File: config.mk
export PLATFORM = sky130hd
export DESIGN_NAME = muldiv_ctrl
export DESIGN_NICKNAME = d
export VERILOG_FILES = /design/src/rtl/muldiv_ctrl.sv
export SDC_FILE = /design/constraint.sdc
export NUM_CORES = 1
export LEC_CHECK = 0
export BUFFER_PORTS_ARGS = -buffer_cell sky130_fd_sc_hd__buf_2
export CELL_PAD_IN_SITES_DETAIL_PLACEMENT = 0
export CELL_PAD_IN_SITES_GLOBAL_PLACEMENT = 1
export CORE_ASPECT_RATIO = 0.6
export CORE_UTILIZATION = 43
export DETAILED_ROUTE_END_ITERATION = 7
export GPL_ROUTABILITY_DRIVEN = 1
export PLACE_DENSITY = 0.83
export SLEW_MARGIN = 20
export SYNTH_ARGS = -nofsm -noshare
export SYNTH_HDL_FRONTEND = slang
export SYNTH_SLANG_ARGS = --single-unit
File: constraint.sdc
create_clock -name clk -period 3.7 [get_ports clk]
set_clock_uncertainty 0.2 [all_clocks]
set_input_delay 0.185 -clock clk [delete_from_list [all_inputs] [get_ports clk]]
set_output_delay 0.185 -clock clk [all_outputs]
set_load 0.1 [all_outputs]
File: src/rtl/muldiv_ctrl.sv
// Iterative unsigned multiply/divide sequencer owning the Hi/Lo pair.
// Ports: clk, reset (sync, active-low), op_valid/op/src_a/src_b in; stall, busy, mf_data, hi_out, lo_out, div_zero out.
module muldiv_ctrl #(
  parameter int WIDTH = 32
) (
  input  logic             clk,
  input  logic             reset,
  input  logic             op_valid,
  input  logic [2:0]       op,
  input  logic [WIDTH-1:0] src_a,
  input  logic [WIDTH-1:0] src_b,
  output logic             stall,
  output logic             busy,
  output logic [WIDTH-1:0] mf_data,
  output logic [WIDTH-1:0] hi_out,
  output logic [WIDTH-1:0] lo_out,
  output logic             div_zero
);

  localparam logic [2:0] OP_MULTU = 3'd1;
  localparam logic [2:0] OP_DIVU  = 3'd2;
  localparam logic [2:0] OP_MTHI  = 3'd3;
  localparam logic [2:0] OP_MTLO  = 3'd4;
  localparam logic [2:0] OP_MFHI  = 3'd5;
  localparam logic [2:0] OP_MFLO  = 3'd6;

  localparam int CW = 6;
  localparam logic [CW-1:0] LAST = CW'(WIDTH - 1);

  typedef enum logic {
    S_IDLE,
    S_RUN
  } state_e;

  state_e state_q, state_d;
  logic [CW-1:0] cnt_q, cnt_d;
  logic [2*WIDTH-1:0] work_q, work_d;
  logic [WIDTH-1:0] opnd_q, opnd_d;
  logic is_div_q, is_div_d;
  logic [WIDTH-1:0] hi_q, hi_d;
  logic [WIDTH-1:0] lo_q, lo_d;
  logic dz_q, dz_d;

  logic hilo_op;
  logic accept;

  assign hilo_op = (op != 3'd0) && (op != 3'd7);
  assign accept  = op_valid && hilo_op
                && (state_q == S_IDLE);
  assign stall   = op_valid && hilo_op
                && (state_q == S_RUN);

  assign busy     = (state_q == S_RUN);
  assign hi_out   = hi_q;
  assign lo_out   = lo_q;
  assign div_zero = dz_q;

  always_comb begin
    mf_data = '0;
    if (op_valid && op == OP_MFHI)
      mf_data = hi_q;
    else if (op_valid && op == OP_MFLO)
      mf_data = lo_q;
  end

  // Divide step: partial remainder plus the next
  // dividend bit is WIDTH+1 bits wide.
  logic [WIDTH:0] rem_w;
  logic [WIDTH:0] dv_sub;
  logic dv_ge;
  logic [2*WIDTH-1:0] div_next;

  assign rem_w  = work_q[2*WIDTH-1:WIDTH-1];
  assign dv_ge  = rem_w >= {1'b0, opnd_q};
  assign dv_sub = rem_w - {1'b0, opnd_q};

  always_comb begin
    div_next = '0;
    if (dv_ge)
      div_next = {dv_sub[WIDTH-1:0],
                  work_q[WIDTH-2:0], 1'b1};
    else
      div_next = {rem_w[WIDTH-1:0],
                  work_q[WIDTH-2:0], 1'b0};
  end

  // Multiply step: add multiplicand into the
  // high half when the multiplier LSB is set,
  // then shift right keeping the carry.
  logic [WIDTH:0] mul_sum;
  logic [WIDTH:0] mul_add;
  logic [2*WIDTH-1:0] mul_next;

  assign mul_add  = work_q[0] ? {1'b0, opnd_q}
                              : '0;
  assign mul_sum  = {1'b0, work_q[2*WIDTH-1:WIDTH]}
                  + mul_add;
  assign mul_next = {mul_sum, work_q[WIDTH-1:1]};

  logic [2*WIDTH-1:0] step;
  assign step = is_div_q ? div_next : mul_next;

  always_comb begin
    state_d  = state_q;
    cnt_d    = cnt_q;
    work_d   = work_q;
    opnd_d   = opnd_q;
    is_div_d = is_div_q;
    hi_d     = hi_q;
    lo_d     = lo_q;
    dz_d     = dz_q;
    unique case (state_q)
      S_IDLE: begin
        if (accept) begin
          unique case (1'b1)
            op == OP_MULTU: begin
              opnd_d   = src_a;
              work_d   = {{WIDTH{1'b0}}, src_b};
              is_div_d = 1'b0;
              cnt_d    = '0;
              state_d  = S_RUN;
            end
            op == OP_DIVU: begin
              opnd_d   = src_b;
              work_d   = {{WIDTH{1'b0}}, src_a};
              is_div_d = 1'b1;
              dz_d     = (src_b == '0);
              cnt_d    = '0;
              state_d  = S_RUN;
            end
            op == OP_MTHI: hi_d = src_a;
            op == OP_MTLO: lo_d = src_a;
            default: ;
          endcase
        end
      end
      S_RUN: begin
        work_d = step;
        cnt_d  = cnt_q + 1'b1;
        if (cnt_q == LAST) begin
          hi_d    = step[2*WIDTH-1:WIDTH];
          lo_d    = step[WIDTH-1:0];
          state_d = S_IDLE;
        end
      end
      default: state_d = S_IDLE;
    endcase
  end

  always_ff @(posedge clk) begin
    if (!reset) begin
      state_q  <= S_IDLE;
      cnt_q    <= '0;
      work_q   <= '0;
      opnd_q   <= '0;
      is_div_q <= 1'b0;
      hi_q     <= '0;
      lo_q     <= '0;
      dz_q     <= 1'b0;
    end else begin
      state_q  <= state_d;
      cnt_q    <= cnt_d;
      work_q   <= work_d;
      opnd_q   <= opnd_d;
      is_div_q <= is_div_d;
      hi_q     <= hi_d;
      lo_q     <= lo_d;
      dz_q     <= dz_d;
    end
  end

endmodule

==> summary.md, run 1 <==
| Metric | Value |
|---|---|
| HP Class | primary input to flip-flop |
| Post-route ant nets | 0 |
| CP endpoint kind | flip-flop |
| GR Overflow Total | 0 |
| Clock transition at path regs | 0.07 ns |
| Min cycle time layout | 3.60 ns |
| Area leader, netlist | dfxtp_1 |
| Multi-input logic area | 8490 sq um |
| Syn Nets | 1718 |
| Antenna violations before repair | 0 |
| Pleak | 0.00656 uW |
| Via count | 13113 |
| Cell variety after synth | 78 |
| Global placer's final weighted congestion | 0.965 |
| CP required | 3.85 ns |
| Area growth from synthesis to layout | 25.4% |
| Via density | 5.96 |
| Die area | 29300 sq um |
| Final setup vio count | 0 |
| Largest cells by area after synthesis | dfxtp_1 (28%), mux2i_1 (9.7%), a21oi_1 (7.9%), ha_1 (6.6%), nand2_1 (6.0%) |
| IO Port Bufs | 168 |
| DRC | 9 |
| Most frequent cells in the layout | nand2_1 (192), a21oi_1 (188), buf_2 (168), dfxtp_1 (167), mux2i_1 (119) |
| Setup crit start kind | flip-flop |
| Clk buf depth | 2 |
| Top cell type's share of synthesized area | 0.275 |
| GRT Util Overall | 0.317 |
| Number of CTS-inserted buffers | 17 |
| RSZ-0062 raised after global routing | true |
| Failing checks | DRC |
| Yosys warns | 0 |
| Post-synth EDFFs | 0 |
| Clock root cell | clkbuf_16 |
| Least-Margin Pin Slew | 0.985 ns |
| Outcome | finished with violations |
| CP Max Fanout | 20 |
| Fin util | 0.554 |
| Std-Cell Rows | 47 |
| Storage cell area | 3390 sq um |
| Worst endpoint data arrival time | 3.75 ns |
| Number of global-route vias before repair | 11939 |
| Mapped Avg Cell Area | 7.77 sq um |
| Number of I/O pins | 169 |
| H-Tree Depth | 4 |
| Largest net degree at the start of global routing | 81 |
| Peak supply drop | 0.275 mV |
| Global-route wire length before repair | 70800 um |
| Final nets | 1957 |
| Fmax | 278 MHz |
| Max Cap Viol | 0 |
| Post-synth ARST share | 0 |
| Diode count | 0 |
| Number of synthesized register bits | 169 |
| Mapped Area | 12300 sq um |
| Die height | 133 um |
| Routed WL | 47100 um |
| Sequential share of the synthesized area | 0.275 |
| Crit Path Class | flip-flop to flip-flop |
| DPL Wire Length | 34100 um |
| Fin cells | 2200 |
| Drt pass-1 iters | 8 |
| Slew Limit Fails | 0 |
| Post-Place Cells | 2099 |
| Starting density of the core | 0.442 |
| Iteration-0 DRC Markers | 1319 |
| Fin crit share | 0.973 |
| Most common cell after layout, fill and taps aside | nand2_1 |
| Clock Latency Late Sink | 0.46 ns |
| Pwr dens | 350 nW/um^2 |
| Main flop type after synthesis | dfxtp_1 |
| CTS tree | yes |
| Layout cells sized above 1 | 0.200 |
| Width of the die | 220 um |
| WL per Instance | 21.4 um |
| Slew HR | 0.343 |
| DP Area | 14000 sq um |
| Fillers | 2639 |
| Post-Synthesis Cells | 1581 |
| Cell area after layout | 15400 sq um |
| Sink Count | 169 |
| Total core area | 27800 sq um |
| Final hold vios | 0 |
## worst paths after layout
path	from	end	slack [ns]	cells after the start
max	opnd_q[8]$_SDFFE_PN0P_	hi_out[0]$_SDFFE_PN0P_	0.1	12
min	src_b[2]	work_q[2]$_SDFFE_PN0P_	0.02	5
max reg2reg	opnd_q[8]$_SDFFE_PN0P_	hi_out[0]$_SDFFE_PN0P_	0.1	12
min reg2reg	lo_out[27]$_SDFFE_PN0P_	lo_out[27]$_SDFFE_PN0P_	0.27	2
## routing by layer
layer,GRT usage,vias up,part of all wire
met5,0,-,0
met4,0.0820,0,0.018
met3,0.0469,59,0.054
met2,0.486,439,0.45
met1,0.459,6356,0.48
li1,-,6259,-
## through the flow
step / hold WS (ns) / setup TNS [ns] / setup WS (ns) / total power, uW
2_1_floorplan: 0.156 / 0 / 0.115 / 2960
3_3_place_gp: 0.255 / -0.0233 / -0.0128 / 3400
3_5_place_dp: 0.263 / -0.241 / -0.0809 / 3420
4_1_cts: 0.00161 / 0 / 0.00172 / 5350
5_1_grt: 0.0109 / -0.0408 / -0.0207 / 5580
6_report: 0.0217 / 0 / 0.0988 / 5390
## where the power goes
group          internal [uW]  switching (uW)
clock network           1030             871
registers               1890            82.5
logic                    559             960
## layout make-up
| class | instances | area share |
|---|---|---|
| timing repair buffer | 332 | 0.149 |
| sequential | 169 | 0.220 |
| clock inverter | 14 | 0.0106 |
| multi-input combinational | 1254 | 0.551 |
| inverter | 46 | 0.0114 |
| tap | 367 | 0.0298 |
| clock buffer | 18 | 0.0285 |
## critical path, stage by stage (launching register included)
cell	delay (ns)
dfxtp_1	0.46
inv_1	0.09
ha_1	0.39
a21o_1	0.22
a32oi_1	0.35
nand2_2	0.20
a211oi_4	0.38
nor2_4	0.09
buf_12	0.17
buf_4	0.17
o211ai_1	0.24
a21oi_1	0.18
o31a_1	0.33
## sequential cells by signal, indices dropped and copies added, names as in the netlist
register and cells:
lo_out 32, work_q 64, opnd_q 32, div_zero 1, is_div_q 1, busy 1
cnt_q 6, hi_out 32
## what timing repair did
action / 4_1_cts / 5_1_grt
endpoints found under the hold margin: 104 / 1
hold buffers: 64 / 1
endpoints found under the setup margin: 8 / 38
gates resized for setup: 1 / 31
setup buffers: 1 / 3
pin swaps: 1 / 11
## synthesized netlist by cell type (4+ instances only)
library cell,number
a211o_1,9
a211oi_1,42
a21o_1,43
a21oi_1,193
a22o_1,32
a22oi_1,5
a31oi_1,8
and2_1,41
and3_1,6
and4_1,4
buf_1,8
buf_2,10
clkbuf_1,92
dfxtp_1,169
ha_1,65
inv_1,45
mux2i_1,119
nand2_1,195
nand2b_1,8
nand3_1,59
nand4_1,23
nor2_1,110
nor2b_1,6
nor3_1,13
nor4_1,13
o211ai_1,41
o21a_1,13
o21ai_0,62
o21bai_1,9
o221a_2,5
o221ai_1,4
or3_1,5
xnor2_1,32
xor2_1,23
## logic make-up (layout without fill, tap and decap cells)
| family | after synthesis | in the layout | synth area share |
|---|---|---|---|
| xor gates and xnor gates | 55 | 55 | 0.0392 |
| muxes | 121 | 121 | 0.0990 |
| and+or+nand+nor | 505 | 505 | 0.193 |
| DFF | 169 | 169 | 0.275 |
| buffers and inverters | 158 | 410 | 0.0499 |
| AOI/OAI and AO/OA | 506 | 506 | 0.274 |
| adders and majority gates | 67 | 67 | 0.0694 |
(Power assumes the default switching activity.)
==> run 2: changes to the inputs <==
--- a/config.mk
+++ b/config.mk
@@ -5,14 +5,15 @@
 export SDC_FILE = /design/constraint.sdc
 export NUM_CORES = 1
 export LEC_CHECK = 0
+export ABC_AREA = 1
 export BUFFER_PORTS_ARGS = -buffer_cell sky130_fd_sc_hd__buf_2
 export CELL_PAD_IN_SITES_DETAIL_PLACEMENT = 0
 export CELL_PAD_IN_SITES_GLOBAL_PLACEMENT = 1
 export CORE_ASPECT_RATIO = 0.6
-export CORE_UTILIZATION = 43
+export CORE_UTILIZATION = 41
 export DETAILED_ROUTE_END_ITERATION = 7
 export GPL_ROUTABILITY_DRIVEN = 1
-export PLACE_DENSITY = 0.83
+export PLACE_DENSITY = 0.84
 export SLEW_MARGIN = 20
 export SYNTH_ARGS = -nofsm -noshare
 export SYNTH_HDL_FRONTEND = slang
==> run 2 against run 1 <==
Compared with the run above:
- the flow now finishes without violations
- utilization decreased by 5.2 points
- critical path depth grew 1
- critical endpoint is now work_q[58]$_SDFFE_PN0P_
- sequential share of layout area down 1.4 points
- critical path type unchanged
- worst setup slack improved by 0.027 ns
- register-to-register slack gained 0.03 ns
- clock power up 2%
- via count increased by 25%
- final cell count rose by 36%
- sequential power is essentially flat
==> summary.md, run 2 <==
| Metric | Value |
|---|---|
| Outcome | complete, no violations |
| Cell mode on critical path | nand2_1 |
| Hold_sp | src_b[0] |
| Number of global-route vias before repair | 14692 |
| Final setup vio count | 0 |
| Yosys warns | 0 |
| Synth cell count leaders | nand2_1 (675), inv_1 (363), o21ai_0 (215), dfxtp_1 (169), nor2_1 (149) |
| Global-route wire length before repair | 87400 um |
| Worst endpoint data arrival time | 3.68 ns |
| Hold Path Depth | 5 |
| GR Overflow Total | 0 |
| Cell variety after synth | 40 |
| Max incr delay on CP | 0.56 ns |
| Die height | 144 um |
| Fmax | 280 MHz |
| Antenna violations before repair | 0 |
| Number of flip-flops in the largest register | 64 |
| Number of synthesized register bits | 169 |
| CTS tree | yes |
| Iteration-0 DRC Markers | 1983 |
| R2R depth | 13 |
| FF-to-FF End | work_q[58]$_SDFFE_PN0P_ |
| IO Port Bufs | 168 |
| Drt pass-1 iters | 6 |
| Global placer's final weighted congestion | 1.06 |
| Slew HR | 0.373 |
| Max Cap Viol | 0 |
| Cell area after layout | 16400 sq um |
| Top reg by flops | work_q |
| Area growth from synthesis to layout | 19.6% |
| DRC | 0 |
| Setup bufs post-CTS | 0 |
| Area leader, netlist | dfxtp_1 |
| Mapped Area | 13800 sq um |
| Crit Path Class | flip-flop to flip-flop |
| Largest net degree at the start of global routing | 85 |
| Setup crit start kind | flip-flop |
| Top cell type's share of synthesized area | 0.246 |
| R2r setup slk | 0.13 ns |
| GRT Util Overall | 0.334 |
| Total core area | 32700 sq um |
| Via count | 16408 |
| Post-synth EDFFs | 0 |
| Peak supply drop | 0.395 mV |
| Layout cells sized above 1 | 0.121 |
| Fin crit share | 0.966 |
| Worst-path cell chain | ha_1, nand2_1, nor2_1, nand3_1, nor2_1, nand2_1, nand2_1, nor2_4, nand2_1, nand2_1, nor2_1, o21ai_0, a21oi_1 |
| Via density | 5.50 |
| Number of I/O pins | 169 |
| Mapped Avg Cell Area | 5.89 sq um |
| Sequential share of the synthesized area | 0.246 |
| Std-Cell Rows | 51 |
| Die area | 34300 sq um |
| Sink Count | 169 |
| Clock Latency Late Sink | 0.45 ns |
| HP Class | primary input to flip-flop |
| CP Max Fanout | 25 |
| Clock root cell | clkbuf_16 |
| Final hold vios | 0 |
| Post-route ant nets | 0 |
| CP endpoint kind | flip-flop |
| DPL Wire Length | 45000 um |
| Starting density of the core | 0.420 |
| Reg-to-Reg Start | work_q[33]$_SDFFE_PN0P_ |
| Width of the die | 238 um |
| WL per Instance | 19.4 um |
| Final nets | 2658 |
| Post-synth ARST share | 0 |
| Clk buf depth | 2 |
| Min cycle time layout | 3.57 ns |
| H-Tree Depth | 4 |
| Pwr dens | 332 nW/um^2 |
| Diode count | 0 |
| CP max stage cell | nor2_4 |
| RSZ-0062 raised after global routing | false |
| Slew Limit Fails | 0 |
| Clock transition at path regs | 0.08 ns |
| Fin cells | 2983 |
| Hold endpoint | work_q[0]$_SDFFE_PN0P_ |
| Most common cell after layout, fill and taps aside | nand2_1 |
| CP required | 3.81 ns |
| Fin util | 0.502 |
| Largest cells by area after synthesis | dfxtp_1 (25%), nand2_1 (18%), inv_1 (9.9%), o21ai_0 (7.8%), ha_1 (5.9%) |
| Most frequent cells in the layout | nand2_1 (672), inv_1 (361), o21ai_0 (215), dfxtp_1 (167), buf_2 (167) |
| Most common cell in the netlist | nand2_1 |
| DP Area | 15000 sq um |
| Setup Total Neg Slack | 0 ns |
| Least-Margin Pin Slew | 0.940 ns |
| Post-Place Cells | 2871 |
| Post-Synthesis Cells | 2335 |
| Number of CTS-inserted buffers | 17 |
| Syn Nets | 2472 |
| Pleak | 0.00853 uW |
| Routed WL | 58000 um |
| Main flop type after synthesis | dfxtp_1 |
## run 2: critical path: cells and delay by family (launching register included)
| family | cells | cell delay (ns) |
|---|---|---|
| and+or+nand+nor | 10 | 1.78 |
| DFF | 1 | 0.51 |
| AOI/OAI and AO/OA | 2 | 0.51 |
| adders and majority gates | 1 | 0.41 |
## run 2: final cells by class
class	count	area [sq um]
Clock buffer	19	453
Clock inverter	12	165
Fill cell	3428	16300
Inverter	371	1400
Multi-Input combinational cell	1684	8560
Sequential cell	169	3390
Tap cell	450	563
Timing Repair Buffer	278	1920
## run 2: timing repair
item / in CTS / in global routing
setup endpoints to repair: 0 / 0
endpoints found under the hold margin: 125 / 0
hold buffers: 81 / 0
gates resized for setup: 0 / 0
## run 2: power breakdown
part	total, uW	internal [uW]	leakage (uW)	switching (uW)
sequential	1990	1910	0.00138	84.8
combinational	1520	408	0.00685	1110
clock	1940	1110	0.000298	835
total	5460	3420	0.00853	2030
## run 2: worst max path at each step
stage,from,to,slack [ns]
6_report,work_q[33]$_SDFFE_PN0P_,work_q[58]$_SDFFE_PN0P_,0.13
5_1_grt,work_q[33]$_SDFFE_PN0P_,work_q[58]$_SDFFE_PN0P_,0.01
3_3_place_gp,work_q[53]$_SDFFE_PN0P_,work_q[58]$_SDFFE_PN0P_,0.33
2_1_floorplan,busy$_SDFF_PN0_,stall,0.14
4_1_cts,work_q[33]$_SDFFE_PN0P_,work_q[58]$_SDFFE_PN0P_,0.30
3_5_place_dp,work_q[53]$_SDFFE_PN0P_,work_q[58]$_SDFFE_PN0P_,0.30
## run 2: kinds of logic (layout without fill, tap and decap cells)
kind of cell,count (synthesis),in the layout,share of synthesized area
compound gates,520,520,0.211
xor+xnor,25,25,0.0159
fa+ha+maj,67,67,0.0621
buf+inv,482,680,0.133
flops,169,169,0.246
simple gates,1072,1072,0.331
## run 2: routing by layer
metal,share of wire,track usage,vias up
li1,-,-,7946
met1,0.47,0.487,7612
met2,0.40,0.486,770
met3,0.10,0.0757,80
met4,0.025,0.0904,0
met5,0,0,-
## run 2: metrics by stage
stage	total power, uW	worst slack [ns]	hold slack, ns
4_1_cts	5430	0.297	0.0797
2_1_floorplan	2980	0.139	0.137
5_1_grt	5650	0.0125	0.136
6_report	5460	0.125	0.123
3_3_place_gp	3440	0.326	0.254
3_5_place_dp	3440	0.302	0.279
